### src/rtl/fpu_mul_exp_pkg.sv
// Shared types and format helpers for the multiply-pipe exponent datapath.
// Widths are passed in so one package serves any EXP_W/SNG_W pairing.
package fpu_mul_exp_pkg;

  typedef enum logic {SNG = 1'b0, DBL = 1'b1} fmt_e;

  typedef enum logic [1:0] {NRM = 2'b00, ZERO = 2'b01, INF = 2'b10} spec_e;

  function automatic int bias(fmt_e fmt, int exp_w, int sng_w);
    return (fmt == DBL) ? (1 << (exp_w - 1)) - 1 : (1 << (sng_w - 1)) - 1;
  endfunction

  function automatic int emax(fmt_e fmt, int exp_w, int sng_w);
    return (fmt == DBL) ? (1 << exp_w) - 1 : (1 << sng_w) - 1;
  endfunction

endpackage

### src/rtl/fpu_mul_exp_pipe_if.sv
// Operand, sideband and result bundle for the multiply exponent pipe.
interface fpu_mul_exp_pipe_if #(
  parameter int EXP_W = 11,
  parameter int LZ_W  = 7
);
  logic             step;
  logic             in_vld;
  logic             in_fmt;
  logic [1:0]       in_spec;
  logic             in_to_inf;
  logic [EXP_W-1:0] in_exp1;
  logic [EXP_W-1:0] in_exp2;
  logic [LZ_W-1:0]  in_lz;
  logic             in_shl;
  logic             in_rnd_cout;
  logic             out_vld;
  logic [EXP_W-1:0] out_exp;
  logic             out_of;
  logic             out_uf;

  modport master (
    output step, in_vld, in_fmt, in_spec, in_to_inf, in_exp1, in_exp2,
           in_lz, in_shl, in_rnd_cout,
    input  out_vld, out_exp, out_of, out_uf
  );

  modport slave (
    input  step, in_vld, in_fmt, in_spec, in_to_inf, in_exp1, in_exp2,
           in_lz, in_shl, in_rnd_cout,
    output out_vld, out_exp, out_of, out_uf
  );
endinterface

### src/rtl/fpu_mul_exp_stage.sv
// One pipe register: loads only on step, clears asynchronously so every
// stage (and its valid) drops to a bubble the moment reset asserts.
module fpu_mul_exp_stage #(
  parameter int W = 1
) (
  input  logic         clk,
  input  logic         rst,
  input  logic         step,
  input  logic [W-1:0] d,
  output logic [W-1:0] q
);

  always_ff @(posedge clk or posedge rst) begin
    if (rst)       q <= '0;
    else if (step) q <= d;
  end

endmodule

### src/rtl/fpu_mul_exp_pipe.sv
// Multiply exponent pipe: S1, S2, DLY delay stages, NORM, INC and OUT, with
// lz/shl/rounding-carry sidebands joining the token at NORM/INC/OUT.
module fpu_mul_exp_pipe
  import fpu_mul_exp_pkg::*;
#(
  parameter int EXP_W = 11,
  parameter int SNG_W = 8,
  parameter int LZ_W  = 7,
  parameter int DLY   = 2
) (
  input  logic               rclk,
  input  logic               arst,
  fpu_mul_exp_pipe_if.slave  bus
);

  localparam int IW = EXP_W + 3;

  typedef struct packed {
    logic                 vld;
    fmt_e                 fmt;
    spec_e                spec;
    logic                 to_inf;
    logic                 uf;
    logic signed [IW-1:0] e;
  } token_t;

  typedef struct packed {
    token_t               tok;
    logic signed [IW-1:0] e2;
  } s1_t;

  typedef struct packed {
    logic             vld;
    logic [EXP_W-1:0] exp;
    logic             of;
    logic             uf;
  } out_t;

  // Singles live in the low SNG_W bits; a zero exponent is a denormal and
  // behaves as exponent 1.
  function automatic logic signed [IW-1:0] prep_op(logic [EXP_W-1:0] raw, fmt_e fmt);
    logic [EXP_W-1:0] v;
    v = (fmt == DBL) ? raw : (raw & EXP_W'((1 << SNG_W) - 1));
    if (v == '0) v = EXP_W'(1);
    return $signed({3'b000, v});
  endfunction

  s1_t    s1_d, s1_q;
  token_t s2_d, s2_q, norm_d, norm_q, inc_d, inc_q;
  token_t dly_q [DLY+1];
  out_t   out_d, out_q;
  logic signed [IW-1:0] e_norm, e_fin, emax_e;
  fmt_e   in_fmt_e;

  always_comb begin
    in_fmt_e       = fmt_e'(bus.in_fmt);
    s1_d           = '0;
    s1_d.tok.vld   = bus.in_vld;
    s1_d.tok.fmt   = in_fmt_e;
    s1_d.tok.spec  = spec_e'(bus.in_spec);
    s1_d.tok.to_inf = bus.in_to_inf;
    s1_d.tok.e     = prep_op(bus.in_exp1, in_fmt_e);
    s1_d.e2        = prep_op(bus.in_exp2, in_fmt_e);
  end

  always_comb begin
    s2_d   = s1_q.tok;
    s2_d.e = s1_q.tok.e + s1_q.e2 - IW'(bias(s1_q.tok.fmt, EXP_W, SNG_W));
  end

  fpu_mul_exp_stage #(.W($bits(s1_t)))   u_s1 (.clk(rclk), .rst(arst), .step(bus.step), .d(s1_d), .q(s1_q));
  fpu_mul_exp_stage #(.W($bits(token_t))) u_s2 (.clk(rclk), .rst(arst), .step(bus.step), .d(s2_d), .q(s2_q));

  assign dly_q[0] = s2_q;

  for (genvar i = 0; i < DLY; i++) begin : g_dly
    fpu_mul_exp_stage #(.W($bits(token_t))) u_d (
      .clk(rclk), .rst(arst), .step(bus.step), .d(dly_q[i]), .q(dly_q[i+1])
    );
  end

  // Underflow clamps to zero and freezes the token so later +1s cannot
  // resurrect it.
  always_comb begin
    norm_d = dly_q[DLY];
    e_norm = dly_q[DLY].e - $signed({{(IW-LZ_W){1'b0}}, bus.in_lz});
    norm_d.e = e_norm;
    if (e_norm[IW-1] || e_norm == '0) begin
      norm_d.e  = '0;
      norm_d.uf = 1'b1;
    end
  end

  always_comb begin
    inc_d = norm_q;
    if (!norm_q.uf) inc_d.e = norm_q.e + $signed({{(IW-1){1'b0}}, bus.in_shl});
  end

  fpu_mul_exp_stage #(.W($bits(token_t))) u_norm (.clk(rclk), .rst(arst), .step(bus.step), .d(norm_d), .q(norm_q));
  fpu_mul_exp_stage #(.W($bits(token_t))) u_inc  (.clk(rclk), .rst(arst), .step(bus.step), .d(inc_d),  .q(inc_q));

  // Special operands bypass the arithmetic; bubbles leave every output at 0.
  always_comb begin
    out_d  = '0;
    emax_e = IW'(emax(inc_q.fmt, EXP_W, SNG_W));
    e_fin  = inc_q.e;
    if (!inc_q.uf) e_fin = inc_q.e + $signed({{(IW-1){1'b0}}, bus.in_rnd_cout});
    if (inc_q.vld) begin
      out_d.vld = 1'b1;
      if (inc_q.spec == ZERO) begin
        out_d.exp = '0;
      end else if (inc_q.spec == INF) begin
        out_d.exp = emax_e[EXP_W-1:0];
      end else if (inc_q.uf) begin
        out_d.uf = 1'b1;
      end else if (e_fin >= emax_e) begin
        out_d.of  = 1'b1;
        out_d.exp = inc_q.to_inf ? emax_e[EXP_W-1:0] : EXP_W'(emax_e - 1);
      end else begin
        out_d.exp = e_fin[EXP_W-1:0];
      end
    end
  end

  fpu_mul_exp_stage #(.W($bits(out_t))) u_out (.clk(rclk), .rst(arst), .step(bus.step), .d(out_d), .q(out_q));

  assign bus.out_vld = out_q.vld;
  assign bus.out_exp = out_q.exp;
  assign bus.out_of  = out_q.of;
  assign bus.out_uf  = out_q.uf;

endmodule

### src/flat_wrapper.sv
// flat-port wrapper written by rule: the top's interface ports become plain ports
module fpu_mul_exp_pipe_flat import fpu_mul_exp_pkg::*;
#(
  parameter int EXP_W = 11,
  parameter int SNG_W = 8,
  parameter int LZ_W  = 7,
  parameter int DLY   = 2
)
  (rclk, arst, bus_step, bus_in_vld, bus_in_fmt, bus_in_spec, bus_in_to_inf, bus_in_exp1, bus_in_exp2, bus_in_lz, bus_in_shl, bus_in_rnd_cout, bus_out_vld, bus_out_exp, bus_out_of, bus_out_uf);
  fpu_mul_exp_pipe_if #(.EXP_W(EXP_W), .LZ_W(LZ_W)) bus_i ();
  input  logic rclk;
  input  logic arst;
  input wire logic [$bits(bus_i.step)-1:0] bus_step;
  input wire logic [$bits(bus_i.in_vld)-1:0] bus_in_vld;
  input wire logic [$bits(bus_i.in_fmt)-1:0] bus_in_fmt;
  input wire logic [$bits(bus_i.in_spec)-1:0] bus_in_spec;
  input wire logic [$bits(bus_i.in_to_inf)-1:0] bus_in_to_inf;
  input wire logic [$bits(bus_i.in_exp1)-1:0] bus_in_exp1;
  input wire logic [$bits(bus_i.in_exp2)-1:0] bus_in_exp2;
  input wire logic [$bits(bus_i.in_lz)-1:0] bus_in_lz;
  input wire logic [$bits(bus_i.in_shl)-1:0] bus_in_shl;
  input wire logic [$bits(bus_i.in_rnd_cout)-1:0] bus_in_rnd_cout;
  output wire logic [$bits(bus_i.out_vld)-1:0] bus_out_vld;
  output wire logic [$bits(bus_i.out_exp)-1:0] bus_out_exp;
  output wire logic [$bits(bus_i.out_of)-1:0] bus_out_of;
  output wire logic [$bits(bus_i.out_uf)-1:0] bus_out_uf;
  assign bus_i.step = bus_step;
  assign bus_i.in_vld = bus_in_vld;
  assign bus_i.in_fmt = bus_in_fmt;
  assign bus_i.in_spec = bus_in_spec;
  assign bus_i.in_to_inf = bus_in_to_inf;
  assign bus_i.in_exp1 = bus_in_exp1;
  assign bus_i.in_exp2 = bus_in_exp2;
  assign bus_i.in_lz = bus_in_lz;
  assign bus_i.in_shl = bus_in_shl;
  assign bus_i.in_rnd_cout = bus_in_rnd_cout;
  assign bus_out_vld = bus_i.out_vld;
  assign bus_out_exp = bus_i.out_exp;
  assign bus_out_of = bus_i.out_of;
  assign bus_out_uf = bus_i.out_uf;
  fpu_mul_exp_pipe #(.EXP_W(EXP_W), .SNG_W(SNG_W), .LZ_W(LZ_W), .DLY(DLY)) u_core (.rclk(rclk), .arst(arst), .bus(bus_i));
endmodule
### config.mk
export PLATFORM = sky130hd
export DESIGN_NAME = fpu_mul_exp_pipe_flat
export DESIGN_NICKNAME = d
export VERILOG_FILES = /design/src/rtl/fpu_mul_exp_pkg.sv /design/src/rtl/fpu_mul_exp_pipe_if.sv /design/src/rtl/fpu_mul_exp_stage.sv /design/src/rtl/fpu_mul_exp_pipe.sv /design/src/flat_wrapper.sv
export SDC_FILE = /design/constraint.sdc
export NUM_CORES = 1
export LEC_CHECK = 0
export BUFFER_PORTS_ARGS = -buffer_cell sky130_fd_sc_hd__buf_2
export CORE_MARGIN = 2
export CORE_UTILIZATION = 59
export CTS_BUF_LIST = sky130_fd_sc_hd__clkbuf_16
export CTS_CLUSTER_SIZE = 16
export DETAILED_ROUTE_END_ITERATION = 6
export PLACE_DENSITY = 0.75
export SLEW_MARGIN = 20
export SYNTH_ARGS = -nofsm -noshare
export SYNTH_HDL_FRONTEND = slang
export SYNTH_SLANG_ARGS = --single-unit
export TNS_END_PERCENT = 30
### constraint.sdc
create_clock -name rclk -period 7 [get_ports rclk]
set_input_delay 2.1 -clock rclk [delete_from_list [all_inputs] [get_ports rclk]]
set_output_delay 2.1 -clock rclk [all_outputs]
set_load 0.05 [all_outputs]
# Yosys cells after proc, flatten, opt, wreduce, memory -nomap -nowiden
# Index checks and enable logic that the tools add are counted.
[totals] output_inout_bits=14 reg_bits=138
[classes] add_sub_neg=6 reduce_logical=4 n_eq_ne=2 n_lt_le_gt_ge=1 muxes=19
[ops] cell="$mux W11" n=9
[ops] cell="$mux W14" n=3
[ops] cell="$add A14 B2 Y14" n=2
[ops] cell="$logic_not A11 Y1" n=2
[ops] cell="$mux W15" n=1
[ops] cell="$ge A14 B14 Y1" n=1
[ops] cell="$logic_not A14 Y1" n=1
[ops] cell="$sub A14 B14 Y14" n=1
[ops] cell="$sub A14 B8 Y14" n=1
[ops] cell="$add A11 B11 Y12" n=1
[ops] cell="$mux W12" n=1
[ops] cell="$sub A11 B2 Y11 const B" n=1
[ops] cell="$mux W10" n=1
[ops] cell="$mux W2" n=2
[ops] cell="$eq A2 B1 Y1 const B" n=1
[ops] cell="$eq A2 B2 Y1 const B" n=1
[ops] cell="$mux W1" n=2
[ops] cell="$logic_or A1 B1 Y1" n=1

# Depth between registers and ports, before layout
# Gate-level depths: netlist of run 1.
[logic_depth] depth_word=8 depth_mapped=15 depth_no_buf=14

# Hierarchy
# A second synthesis of run 1 with hierarchy kept.
[hier_totals] cells_unflattened=693 hier_area_um2=8593.2
[modules_own_cells] mod="fpu_mul_exp_stage (u_core.g_dly[0].u_d ...)" seq_area_each_um2=500.5 n_inst=5 area_per_inst_um2=827.0 cells_each=43
[modules_own_cells] mod="fpu_mul_exp_pipe" seq_area_each_um2=0.0 n_inst=1 area_per_inst_um2=2513.7 cells_each=375
[modules_own_cells] mod="fpu_mul_exp_stage (u_core.u_s1)" seq_area_each_um2=850.8 n_inst=1 area_per_inst_um2=1421.4 cells_each=73
[modules_own_cells] mod="fpu_mul_exp_stage (u_core.u_out)" seq_area_each_um2=350.3 n_inst=1 area_per_inst_um2=523.0 cells_each=30

# Worst setup path before layout of run 1
# No wires, ideal clock.
[synth_path] path_kind="in2reg" from="input bus_in_rnd_cout" to="register u_core.u_out.q[11]" t_required_ps=6874 stages=15 t_arrival_ps=4966 path_buffers=1 setup_slack_ps=1908 setup_ps=126 path_cell_list="ha_1 -> and3b_1 -> buf_4 -> and3_1 -> and3_1 -> xor2_1 -> ha_1 -> a21o_1 -> a21oi_1 -> a21oi_1 -> or4b_4 -> a21boi_2 -> a21o_4 -> nor2_2 -> a221o_1"
[synth_between] elab_chain_cells=8
[synth_lines] element="from (decl)" line_no="flat_wrapper.sv:22" text="input wire logic [$bits(bus_i.in_rnd_cout)-1:0] bus_in_rnd_cout;"
[synth_lines] element="$add A14 B2 Y14 *" line_no="fpu_mul_exp_pipe.sv:107" text="if (!inc_q.uf) e_fin = inc_q.e + $signed({{(IW-1){1'b0}}, bus.in_rnd_cout});"
[synth_lines] element="$mux W14 *" line_no="fpu_mul_exp_pipe.sv:107"
[synth_lines] element="$ge A14 B14 Y1" line_no="fpu_mul_exp_pipe.sv:116" text="end else if (e_fin >= emax_e) begin"
[synth_lines] element="$mux W11 *" line_no="fpu_mul_exp_pipe.sv:116"
[synth_lines] element="$mux W12 *" line_no="fpu_mul_exp_pipe.sv:114" text="end else if (inc_q.uf) begin"
[synth_lines] element="$mux W11 *" line_no="fpu_mul_exp_pipe.sv:112" text="end else if (inc_q.spec == INF) begin"
[synth_lines] element="$mux W11 *" line_no="fpu_mul_exp_pipe.sv:110" text="if (inc_q.spec == ZERO) begin"
[synth_lines] element="$mux W14 *" line_no="fpu_mul_exp_pipe.sv:108" text="if (inc_q.vld) begin"
[synth_lines] element="to (signal assigned)" line_no="fpu_mul_exp_stage.sv:14" text="if (rst) q <= '0;"
[synth_lines] element="to (signal assigned)" line_no="fpu_mul_exp_stage.sv:15" text="else if (step) q <= d;"
[synth_lines] element="to (decl)" line_no="fpu_mul_exp_stage.sv:10" text="output logic [W-1:0] q"
# Mark *: on every way between the ends. The rest lies on a longest branch, timed or not.
# A chain may end at the register's enable or synchronous reset.

# Worst setup path after layout of run 1
[layout_path] from="input bus_in_rnd_cout" to="register u_core.u_out.q[12]"
# Same word-level chain as after synthesis.

==> impl_summary.txt, run 1 <==
----------------------------------------------------
[Power]
  Power per cell area ... between 300 and 400 nW/um2
  Share of power burned in the clock network ... between 20% and 30%
  NetSw ... approximately 1.1 mW
  Post-route total power ... 3.155 mW
  Total internal power ... 2.046 mW
  Fraction of power spent switching nets ... 35.15%
  Max rail drop VDD ... 0.0002028 V
  Register share of total power ... 40.0%
  Logic gate share of total power ... 30.8%
  Leakage power of the design ... between 3 and 4 nW

[Clock network]
  Number of clock sinks ... 138
  Quantity of hold-fixing buffers added after cts ... 0
  Root Buffer Master ... clkbuf_16
  Total CTS buffers ... 17
  CTS Buffer Depth ... 2
  Buffers inserted during post-CTS setup optimization ... 0
  H-Tree Level Count ... 4
  Post-cts sizing count ... 0
  Worst-skew pair later-pin latency ... 0.41 ns
  Clock input transition at the sequential cells of the worst setup and hold paths ... 0.06 ns
  CTS tree ... done

[Placed design]
  Detail Placement HPWL ... 10080 um
  Routability congestion estimate ... about 0.86
  Port buffer count ... 52

[Run]
  Count of maximum capacitance violations ... 0

[Global routing]
  Pin count of the biggest net entering global routing ... 86
  Total Routing Usage GR ... 23.42%
  Number of global-route vias before repair ... approximately 5000
  First-pass GRT wire length ... 23890 um
  Total congestion overflow after global routing ... 0
  Antenna violations before repair ... 0

[Synth]
  Post-synth design cell area ... 7118 um2
  Cells after synthesis ... roughly 650
  Top cell types by occurrence after synthesis ... dfrtp_1 (138), mux2_2 (73), nor2_1 (51), a21oi_1 (42), nand2_1 (32)
  Synth Register Bits ... around 140
  Syn avg cell area ... 10.98 um2
  Synth top area cells ... dfrtp_1 (49%), mux2_2 (12%), ha_1 (5.1%), xnor2_1 (3.2%), a21oi_1 (3.0%)
  Sequential fraction of the synthesis area ... 48.51%
  Net Count, Synth ... 718
  YS warnings ... 0
  Count of cell types in the netlist ... 71
  Most frequent cell after synthesis ... dfrtp_1
  Async set-reset flop share out of synthesis ... 100.0%
  Top FF cell, synth ... dfrtp_1
  Library cell with the largest summed area after synthesis ... dfrtp_1
  EDFF count, synth ... 0
  Post-synth top area share ... between 40 and 50%

[Finish]
  Area taken by multi-input logic gates ... 3431 um2
  Share of final-layout standard cells stronger than drive strength 1 ... 23.84%
  Filler cells ... 876
  NumNets Final ... 766
  Area taken by flip-flops and latches ... 3453 um2
  Syn-to-layout area delta ... 13.57%
  Diodes inserted ... 0

[Detailed routing]
  Pre-antenna DRT Iters ... 4
  Violation count after the first detailed-routing iteration ... 253
  Sum of routed wire length over all layers ... 14080 um
  Antenna violation net count after detailed routing ... 0
  Detail-routed net length per standard cell ... 16.45 um
  Number of vias after detailed routing ... approximately 5000
  Detail-routed via count per cell ... about 5.8
  DRC violations left ... 0

[Worst setup path]
  Largest fanout on the critical path ... 7
  Crit-path slowest cell ... or4b_4
  Endpoint class of the critical path ... flop
  Crit Path Category ... in -> reg
  Slack of the worst reg-to-reg path ... 3.33 ns
  Arrival time reported for the critical path endpoint ... around 5.3 ns
  Element type at the critical path start ... input port
  Cells along the critical path ... buf_2 -> ha_1 -> and3b_1 -> and3_1 -> and3_1 -> xor2_1 -> ha_1 -> a21o_1 -> a21oi_1 -> a21oi_1 -> or4b_4 -> a21boi_2 -> a21o_4 -> nor2_2 -> a221o_1
  Critical path data required time ... 7.29 ns
  Longest individual stage delay on the worst path ... 0.53 ns

[Timing]
  Slew headroom ... 37.56%
  Count of pins over their slew limit ... 0
  Measured slew at the worst slew-check pin ... 0.9366 ns
  RSZ-0062 raised after global routing ... false
  Final-report setup violation count ... 0
  Share of the clock period used by the worst path after layout ... 71.27%
  Clock tree skew after final layout ... 0.007767 ns
  Aggregate negative setup slack ... 0 ns
  Total count of hold-check failures in the final report ... 0
  Clock period minus final worst setup slack ... 4.989 ns
  Peak clock frequency supported by timing ... 0.2004 GHz

[Floorplan]
  Height of the die ... 113.8 um
  Number of core rows ... 40
  Initial core utilization ... between 50% and 60%
  Total I/O pin count ... 53
  Width of the die ... 113.8 um
  Die area ... between 10000 and 15000 um2
  Total core area ... about 12000 um2

[Outcome]
  Outcome ... finished clean

[Hold path]
  Tightest Hold Check Type ... reg -> reg

----------------------------------------------------
-- worst paths after layout --
check                                       start                  to  cells after the start
min in group asynchronous                    arst   u_core.u_out.q[4]                      2
worst min-delay path            u_core.u_out.q[9]   u_core.u_out.q[9]                      1
worst min register to register  u_core.u_out.q[9]   u_core.u_out.q[9]                      1
max in group asynchronous                    arst  u_core.u_norm.q[1]                      3
worst max-delay path              bus_in_rnd_cout  u_core.u_out.q[12]                     15
worst max register to register  u_core.u_inc.q[0]  u_core.u_out.q[12]                     14
-- critical path: cells and delay by family --
kind | cells | cell delay (ns)
fa+ha+maj | 2 | 0.50
xor+xnor | 1 | 0.20
simple gates | 5 | 1.29
buf+inv | 1 | 0.10
compound gates | 6 | 1.09
-- cell families (layout without fill, tap and decap cells) --
kind of cell	count (synthesis)	after routing	share of synthesized area, %
AOI/OAI and AO/OA	129	129	12.32
buffers and inverters	57	118	3.287
adders and majority gates	31	31	5.660
muxes	77	77	12.11
DFF	138	138	48.51
and+or+nand+nor	173	173	12.81
xor gates and xnor gates	43	43	5.291
-- power by group through the flow --
| stage | Sequential, mW | Clock, mW | Combinational (mW) |
|---|---|---|---|
| 6_report | 1.26 | 0.919 | 0.973 |
| 5_1_grt | 1.30 | 0.973 | 1.08 |
| 4_1_cts | 1.26 | 0.935 | 0.979 |
| 3_5_place_dp | 1.27 | 0 | 0.968 |
| 3_3_place_gp | 1.26 | 0 | 0.943 |
| 2_1_floorplan | 1.30 | 0 | 0.691 |
-- final cells by class --
| cell class | instances | area share (%) |
|---|---|---|
| clock buffers | 17 | 5.262 |
| clock inverters | 15 | 2.322 |
| inverters | 32 | 1.548 |
| multi-input cells | 453 | 42.44 |
| flip-flops and latches | 138 | 42.72 |
| well taps | 147 | 2.275 |
| repair buffers | 54 | 3.436 |
-- metal layers --
layer  track usage, %  wire [um]  vias to the layer above  part of all wire (%)
li1                 -          -                     2438                     -
met1            28.61       6205                     2461                    44
met2            40.96       7185                       81                    51
met3            4.516        414                       22                   2.9
met4            9.593        274                        0                   1.9
met5                0          0                        -                     0
-- registers in the layout (all words and copies together), names as in the netlist --
| name | flops |
|---|---|
| u_core.u_s2.q | 19 |
| u_core.g_dly.u_d.q | 38 |
| u_core.u_norm.q | 20 |
| u_core.u_s1.q | 27 |
| u_core.u_inc.q | 20 |
| u_core.u_out.q | 14 |
-- stage by stage --
step	setup slack, ns	hold WS (ns)	instance area, um2	util, %	cells
after detailed placement	1.583	0.4761	7471	62.72	824
after CTS	2.051	0.4897	8084	67.87	856
after global routing	1.808	0.5163	8084	67.87	856
after global placement	1.680	0.4594	7471	62.72	824
after floorplan	1.204	0.4492	7118	-	648
final	2.011	0.4879	8084	67.87	856
-- placed cells by master (no fill, tap or decap), types with 4 or more instances in the layout --
cell type  synthesis  layout
nor2b_1           10      10
and3_1             7       7
buf_2              1      51
ha_1              29      29
mux2i_1            4       4
nand4_1            7       7
clkbuf_16          0      17
dfrtp_1          138     138
a22o_1             8       8
o21ai_1            4       4
xor2_1            17      17
nor2_1            51      51
nand3_1           16      16
nand2b_1           5       5
mux2_2            73      73
a21o_1             7       7
o21ai_0           17      17
xnor2_1           26      26
inv_6              0       5
o2bb2ai_1          5       5
o22ai_1            6       6
o21a_1             4       4
nor3_1            14      14
a31oi_1            4       4
inv_1             31      31
a21oi_1           42      42
and4_1             4       4
nand2_1           32      32
Power figures use the tool's default switching activity.
==> run 2: changes to the inputs <==
--- a/config.mk
+++ b/config.mk
@@ -7,11 +7,11 @@
 export LEC_CHECK = 0
 export BUFFER_PORTS_ARGS = -buffer_cell sky130_fd_sc_hd__buf_2
 export CORE_MARGIN = 2
-export CORE_UTILIZATION = 59
+export CORE_UTILIZATION = 55
 export CTS_BUF_LIST = sky130_fd_sc_hd__clkbuf_16
 export CTS_CLUSTER_SIZE = 16
 export DETAILED_ROUTE_END_ITERATION = 6
-export PLACE_DENSITY = 0.75
+export PLACE_DENSITY = 0.74
 export SLEW_MARGIN = 20
 export SYNTH_ARGS = -nofsm -noshare
 export SYNTH_HDL_FRONTEND = slang
==> constraint.sdc (replaced) <==
create_clock -name rclk -period 4.4 [get_ports rclk]
set_input_delay 1.32 -clock rclk [delete_from_list [all_inputs] [get_ports rclk]]
set_output_delay 1.32 -clock rclk [all_outputs]
set_load 0.05 [all_outputs]
==> run 2 against run 1 <==
Compared with the run above:
- clock skew fell by 0.0025 ns
- sequential share of layout area barely moved
- highest routed layer unchanged
- non-clock buffer count rose by 9
- sequential power rose by 60%
- critical endpoint unchanged
- clock power rose by 34%
- worst hold slack improved by 0.0035 ns
- first-iteration DRC count rose by 6.7%
- critical path type unchanged
==> impl_summary.txt, run 2 (synthesis gave the netlist of run 1 again) <==
----------------------------------------------------
[Outcome]
  Outcome ... finished clean

[Clock network]
  Buffers inserted during post-CTS setup optimization ... 0
  Root Buffer Master ... clkbuf_16
  Clock input transition at the sequential cells of the worst setup and hold paths ... around 0.06 ns
  Post-cts sizing count ... 0
  H-Tree Level Count ... 4
  CTS Buffer Depth ... 2
  Total CTS buffers ... 17
  Quantity of hold-fixing buffers added after cts ... 0
  CTS tree ... done
  Worst-skew pair later-pin latency ... between 0.4 and 0.5 ns
  Number of clock sinks ... 138

[Timing]
  Peak clock frequency supported by timing ... 0.2485 GHz
  Count of pins over their slew limit ... 0
  Measured slew at the worst slew-check pin ... 0.5981 ns
  Worst slack on hold paths ... 0.4914 ns
  RSZ-0062 raised after global routing ... false
  Total count of hold-check failures in the final report ... 0
  Clock tree skew after final layout ... 0.005233 ns
  Slew headroom ... around three fifths
  Share of the clock period used by the worst path after layout ... 91.46%
  Final-report setup violation count ... 0
  Clock period minus final worst setup slack ... roughly 4.0 ns

[Global routing]
  Total congestion overflow after global routing ... 0
  Total Routing Usage GR ... around 22%
  Number of global-route vias before repair ... 5176
  Pin count of the biggest net entering global routing ... 90
  Antenna violations before repair ... 0
  First-pass GRT wire length ... 24700 um

[Detailed routing]
  Sum of routed wire length over all layers ... 14190 um
  Antenna violation net count after detailed routing ... 0
  Pre-antenna DRT Iters ... 4
  Detail-routed net length per standard cell ... 15.96 um
  Violation count after the first detailed-routing iteration ... 270
  Detail-routed via count per cell ... roughly 5.7
  DRC violations left ... 0
  Number of vias after detailed routing ... 5026

[Worst setup path]
  First element of the critical path ... bus_in_rnd_cout
  Endpoint of the lowest-slack register-to-register path ... u_core.u_out.q[12]
  Slack of the worst reg-to-reg path ... 0.82 ns
  Capturing instance or port of the critical path ... u_core.u_out.q[12]
  Endpoint class of the critical path ... flop
  Element type at the critical path start ... input port
  Arrival time reported for the critical path endpoint ... 4.32 ns
  Critical path data required time ... roughly 4.7 ns
  Crit Path Category ... in -> reg
  Largest fanout on the critical path ... 3
  Path depth of the worst reg2reg path ... 13
  Reg-to-Reg Start ... u_core.u_inc.q[4]

[Floorplan]
  Number of core rows ... 41
  Initial core utilization ... a little under three fifths
  Total I/O pin count ... 53
  Height of the die ... approximately 120 um
  Width of the die ... ~120 um
  Total core area ... 12620 um2
  Die area ... between 10000 and 15000 um2

[Placed design]
  Instance count after placement with tap cells included ... around 860
  Port buffer count ... between 50 and 60
  Placement-stage cell area ... approximately 7600 um2
  Routability congestion estimate ... between 0.9 and 1
  Detail Placement HPWL ... 10280 um

[Power]
  Leakage power of the design ... between 3 and 4 nW
  Share of power burned in the clock network ... 25.6%
  Fraction of power spent switching nets ... between 30% and 40%
  Logic gate share of total power ... 32.7%
  Total internal power ... 3.076 mW
  NetSw ... ~1.7 mW
  Register share of total power ... 41.7%
  Power per cell area ... 594.9 nW/um2
  Post-route total power ... 4.814 mW
  Max rail drop VDD ... 0.0002927 V

[Finish]
  Most frequent standard cell in the layout excluding fill and tap cells ... dfrtp_1
  Top library cells by usage in the layout, fill and taps aside ... dfrtp_1 (138), mux2_2 (73), nor2_1 (51), buf_2 (51), a21oi_1 (42)
  Largest register by flop count ... u_core.g_dly.u_d.q
  Share of the core filled with cells in the final layout ... ~64%
  Syn-to-layout area delta ... 13.69%
  Filler cells ... 990
  Final instance area ... about 8100 um2
  Leading registers by flop count ... u_core.g_dly.u_d.q x38, u_core.u_s1.q x27
  Max reg flops ... 38
  Non-filler instance count after layout ... 889
  Area taken by multi-input logic gates ... 3431 um2
  Diodes inserted ... 0
  Share of final-layout standard cells stronger than drive strength 1 ... 24.27%
  Area taken by flip-flops and latches ... ~3500 um2
  NumNets Final ... 775

[Run]
  Count of maximum capacitance violations ... 0

[Hold path]
  Tightest Hold Check Type ... reg -> reg

----------------------------------------------------
-- run 2: metal layers --
metal | part of all wire (%) | track usage (%) | up-vias
met5 | 0 | 0 | -
met4 | 2.2 | 9.714 | 0
met2 | 52 | 38.37 | 87
li1 | - | - | 2450
met3 | 2.7 | 4.215 | 29
met1 | 43 | 26.74 | 2460
-- run 2: worst min-delay path by stage --
stage / from / end / slack (ns) / cells after the start
finish: u_core.u_norm.q[18] / u_core.u_inc.q[18] / 0.49 / 2
global route: u_core.u_out.q[1] / u_core.u_out.q[1] / 0.51 / 1
CTS: u_core.u_norm.q[18] / u_core.u_inc.q[18] / 0.49 / 2
detailed placement: u_core.u_norm.q[18] / u_core.u_inc.q[18] / 0.48 / 2
global placement: u_core.u_norm.q[18] / u_core.u_inc.q[18] / 0.47 / 2
floorplan: u_core.g_dly[0].u_d.q[0] / u_core.g_dly[1].u_d.q[0] / 0.45 / 2
-- run 2: power by group through the flow --
stage,clock (mW),sequential [mW],combinational (mW)
6_report,1.23,2.01,1.58
5_1_grt,1.32,2.06,1.74
4_1_cts,1.25,2.00,1.58
3_5_place_dp,0,2.02,1.57
3_3_place_gp,0,2.00,1.52
2_1_floorplan,0,2.07,1.10
-- run 2: layout make-up --
| type | count | area share [%] |
|---|---|---|
| Clock buffer | 17 | 5.257 |
| Clock inverter | 14 | 1.067 |
| Inverter | 32 | 1.531 |
| Multi-Input combinational cell | 453 | 42.39 |
| Sequential cell | 138 | 42.67 |
| Tap cell | 172 | 2.659 |
| Timing Repair Buffer | 63 | 4.422 |
-- run 2: metrics by stage --
step / TNS, ns / setup slack [ns]
5_1_grt: 0 / 0.1969
3_3_place_gp: 0 / 0.04196
2_1_floorplan: 0 / 0.08799
6_report: 0 / 0.3758
3_5_place_dp: -0.1073 / -0.03715
4_1_cts: 0 / 0.3962
-- run 2: worst max-delay path, stage by stage --
cell      delay (ns)
buf_2           0.10
ha_1            0.22
and3b_1         0.19
and3_1          0.20
and3_1          0.19
xor2_1          0.18
ha_1            0.27
a21o_1          0.17
a21oi_1         0.20
a21oi_1         0.10
or4b_4          0.53
a21boi_2        0.20
a21o_4          0.15
nor2_2          0.04
a221o_1         0.26
==> run 3: changes to the inputs <==
--- a/config.mk
+++ b/config.mk
@@ -7,11 +7,11 @@
 export LEC_CHECK = 0
 export BUFFER_PORTS_ARGS = -buffer_cell sky130_fd_sc_hd__buf_2
 export CORE_MARGIN = 2
-export CORE_UTILIZATION = 55
+export CORE_UTILIZATION = 43
 export CTS_BUF_LIST = sky130_fd_sc_hd__clkbuf_16
 export CTS_CLUSTER_SIZE = 16
 export DETAILED_ROUTE_END_ITERATION = 6
-export PLACE_DENSITY = 0.74
+export PLACE_DENSITY = 0.6
 export SLEW_MARGIN = 20
 export SYNTH_ARGS = -nofsm -noshare
 export SYNTH_HDL_FRONTEND = slang
==> run 3 against run 2 <==
Compared with the run above:
- routed wire length up 0.80%
- global-route usage down 4.5 points
- first-iteration DRC count down 12%
- clock-buffer cell count unchanged
- utilization down 14 points
- final cell count up 5.2%
- setup slack worse by 0.0012 ns
- sequential share of layout area down 0.59 points
- fmax about the same
- via count down 0.54%
- sequential power about the same
- largest power group unchanged
- highest routed layer unchanged
==> impl_summary.txt, run 3 (synthesis gave the netlist of run 1 again) <==
----------------------------------------------------
[Worst setup path]
  Top cell family by delay on the critical path ... simple AND/OR/NAND/NOR gates
  Largest fanout on the critical path ... 3
  Element type at the critical path start ... input port
  Reg-to-Reg Start ... u_core.u_inc.q[4]
  Endpoint class of the critical path ... flop
  Critical path data required time ... 4.70 ns
  Cells along the critical path ... buf_2 -> ha_1 -> and3b_1 -> and3_1 -> and3_1 -> xor2_1 -> ha_1 -> a21o_1 -> a21oi_1 -> a21oi_1 -> or4b_4 -> a21boi_2 -> a21o_4 -> nor2_2 -> a221o_1
  Endpoint of the lowest-slack register-to-register path ... u_core.u_out.q[12]
  Slack of the worst reg-to-reg path ... 0.79 ns
  Worst Path Buf+Inv ... 1
  Crit-path slowest cell ... or4b_4
  Arrival time reported for the critical path endpoint ... around 4.3 ns
  Longest individual stage delay on the worst path ... 0.53 ns
  Path depth of the worst reg2reg path ... 13
  First element of the critical path ... bus_in_rnd_cout
  Crit Path Category ... in -> reg

[Finish]
  Max reg flops ... 38
  Area taken by multi-input logic gates ... 3431 um2
  Filler cells ... between 1000 and 1500
  Final instance area ... 8207 um2
  NumNets Final ... between 700 and 800
  Diodes inserted ... 0
  Area taken by flip-flops and latches ... 3453 um2
  Syn-to-layout area delta ... 15.29%
  Top library cells by usage in the layout, fill and taps aside ... dfrtp_1 (138), mux2_2 (73), nor2_1 (51), buf_2 (51), a21oi_1 (42)
  Most frequent standard cell in the layout excluding fill and tap cells ... dfrtp_1
  Leading registers by flop count ... u_core.g_dly.u_d.q x38, u_core.u_s1.q x27
  Largest register by flop count ... u_core.g_dly.u_d.q
  Share of final-layout standard cells stronger than drive strength 1 ... 24.62%

[Timing]
  Final setup slack of the worst path ... 0.3746 ns
  Count of pins over their slew limit ... 0
  Slew headroom ... between 40% and 50%
  RSZ-0062 raised after global routing ... false
  Measured slew at the worst slew-check pin ... around 0.84 ns
  Clock tree skew after final layout ... 0.006955 ns
  Peak clock frequency supported by timing ... 0.2484 GHz
  Clock period minus final worst setup slack ... 4.025 ns
  Share of the clock period used by the worst path after layout ... 91.49%
  Total count of hold-check failures in the final report ... 0
  Final-report setup violation count ... 0

[Placed design]
  Port buffer count ... 52
  Placement-stage cell area ... 7654 um2
  Detail Placement HPWL ... 10500 um
  Routability congestion estimate ... 0.8475
  Worst slack at placement ... -0.03802 ns

[Detailed routing]
  Detail-routed via count per cell ... 5.347
  Number of vias after detailed routing ... between 4000 and 5000
  Antenna violation net count after detailed routing ... 0
  Pre-antenna DRT Iters ... 6
  Detail-routed net length per standard cell ... 15.29 um
  DRC violations left ... 0
  Sum of routed wire length over all layers ... between 10000 and 15000 um
  Violation count after the first detailed-routing iteration ... 237

[Global routing]
  First-pass GRT wire length ... 24740 um
  Total congestion overflow after global routing ... 0
  Number of global-route vias before repair ... 5115
  Total Routing Usage GR ... 17.56%
  Pin count of the biggest net entering global routing ... 114
  Antenna violations before repair ... 0

[Hold path]
  Worst hold path depth ... 2
  Worst hold start ... u_core.u_norm.q[18]
  Min-Delay Endpoint ... u_core.u_inc.q[18]
  Tightest Hold Check Type ... reg -> reg

[Floorplan]
  Width of the die ... 132.7 um
  Height of the die ... 132.7 um
  Total core area ... 16410 um2
  Initial core utilization ... 43.38%
  Die area ... 17600 um2
  Total I/O pin count ... 53
  Number of core rows ... 47

[Clock network]
  H-Tree Level Count ... 4
  Worst-skew pair later-pin latency ... 0.42 ns
  Clock input transition at the sequential cells of the worst setup and hold paths ... around 0.060 ns
  Root Buffer Master ... clkbuf_16
  Number of clock sinks ... 138
  CTS tree ... done
  Post-cts sizing count ... 0
  Buffers inserted during post-CTS setup optimization ... 0
  Total CTS buffers ... 17
  Quantity of hold-fixing buffers added after cts ... 0
  CTS Buffer Depth ... 2

[Outcome]
  Outcome ... finished clean

[Power]
  Power per cell area ... roughly 600 nW/um2
  Leakage power of the design ... approximately 3.7 nW
  Max rail drop VDD ... 0.0002989 V

[Run]
  Count of maximum capacitance violations ... 0

----------------------------------------------------
[run 3: cell count changes in the layout (fill, tap and decap cells not counted), sizes merged]
| cell | previous run | this run |
|---|---|---|
| bufinv | 0 | 2 |
| clkinv | 9 | 6 |
| inv | 33 | 32 |
[run 3: layout make-up]
class                           instances  area share (%)
Clock buffer                           17           5.184
Multi-Input combinational cell        453           41.81
Tap cell                              220           3.354
Clock inverter                         12           1.555
Inverter                               32           1.509
Sequential cell                       138           42.08
Timing Repair Buffer                   63           4.513
[run 3: worst max path at each step]
| stage | to | slack (ns) | depth (start not counted) |
|---|---|---|---|
| 6_report | u_core.u_out.q[12] | 0.37 | 15 |
| 4_1_cts | u_core.u_out.q[10] | 0.40 | 15 |
| 2_1_floorplan | u_core.u_out.q[11] | 0.09 | 15 |
| 5_1_grt | u_core.u_out.q[12] | 0.24 | 15 |
| 3_3_place_gp | u_core.u_out.q[12] | 0.05 | 15 |
| 3_5_place_dp | u_core.u_out.q[10] | -0.04 | 15 |
[run 3: where the power goes]
part | internal [mW] | total [mW] | switching (mW)
combinational | 0.704 | 1.56 | 0.860
clock | 0.822 | 1.35 | 0.533
sequential | 1.67 | 2.00 | 0.333
[run 3: stage by stage]
step | setup TNS (ns) | power (mW) | instances | utilization, % | hold WS (ns)
after floorplan | 0 | 3.168 | 648 | - | 0.4492
after global placement | 0 | 3.539 | 906 | 46.65 | 0.4645
after detailed placement | -0.1034 | 3.594 | 906 | 46.65 | 0.4711
after CTS | 0 | 4.969 | 935 | 50.02 | 0.4785
after global routing | 0 | 5.260 | 935 | 50.02 | 0.5136
final | 0 | 4.917 | 935 | 50.02 | 0.4729
[run 3: tightest hold or removal path: stages (launching register included)]
cell and delay, ns:
dfrtp_1 0.34, nand2_1 0.05, o21ai_0 0.05
[run 3: metal layers]
metal	part of all wire, %	up-vias	GRT usage [%]	routed length (um)
li1	-	2449	-	-
met1	45	2455	21.70	6374
met2	50	70	29.82	7216
met3	3.0	25	3.908	432
met4	1.9	0	7.228	276
met5	0	-	0	0
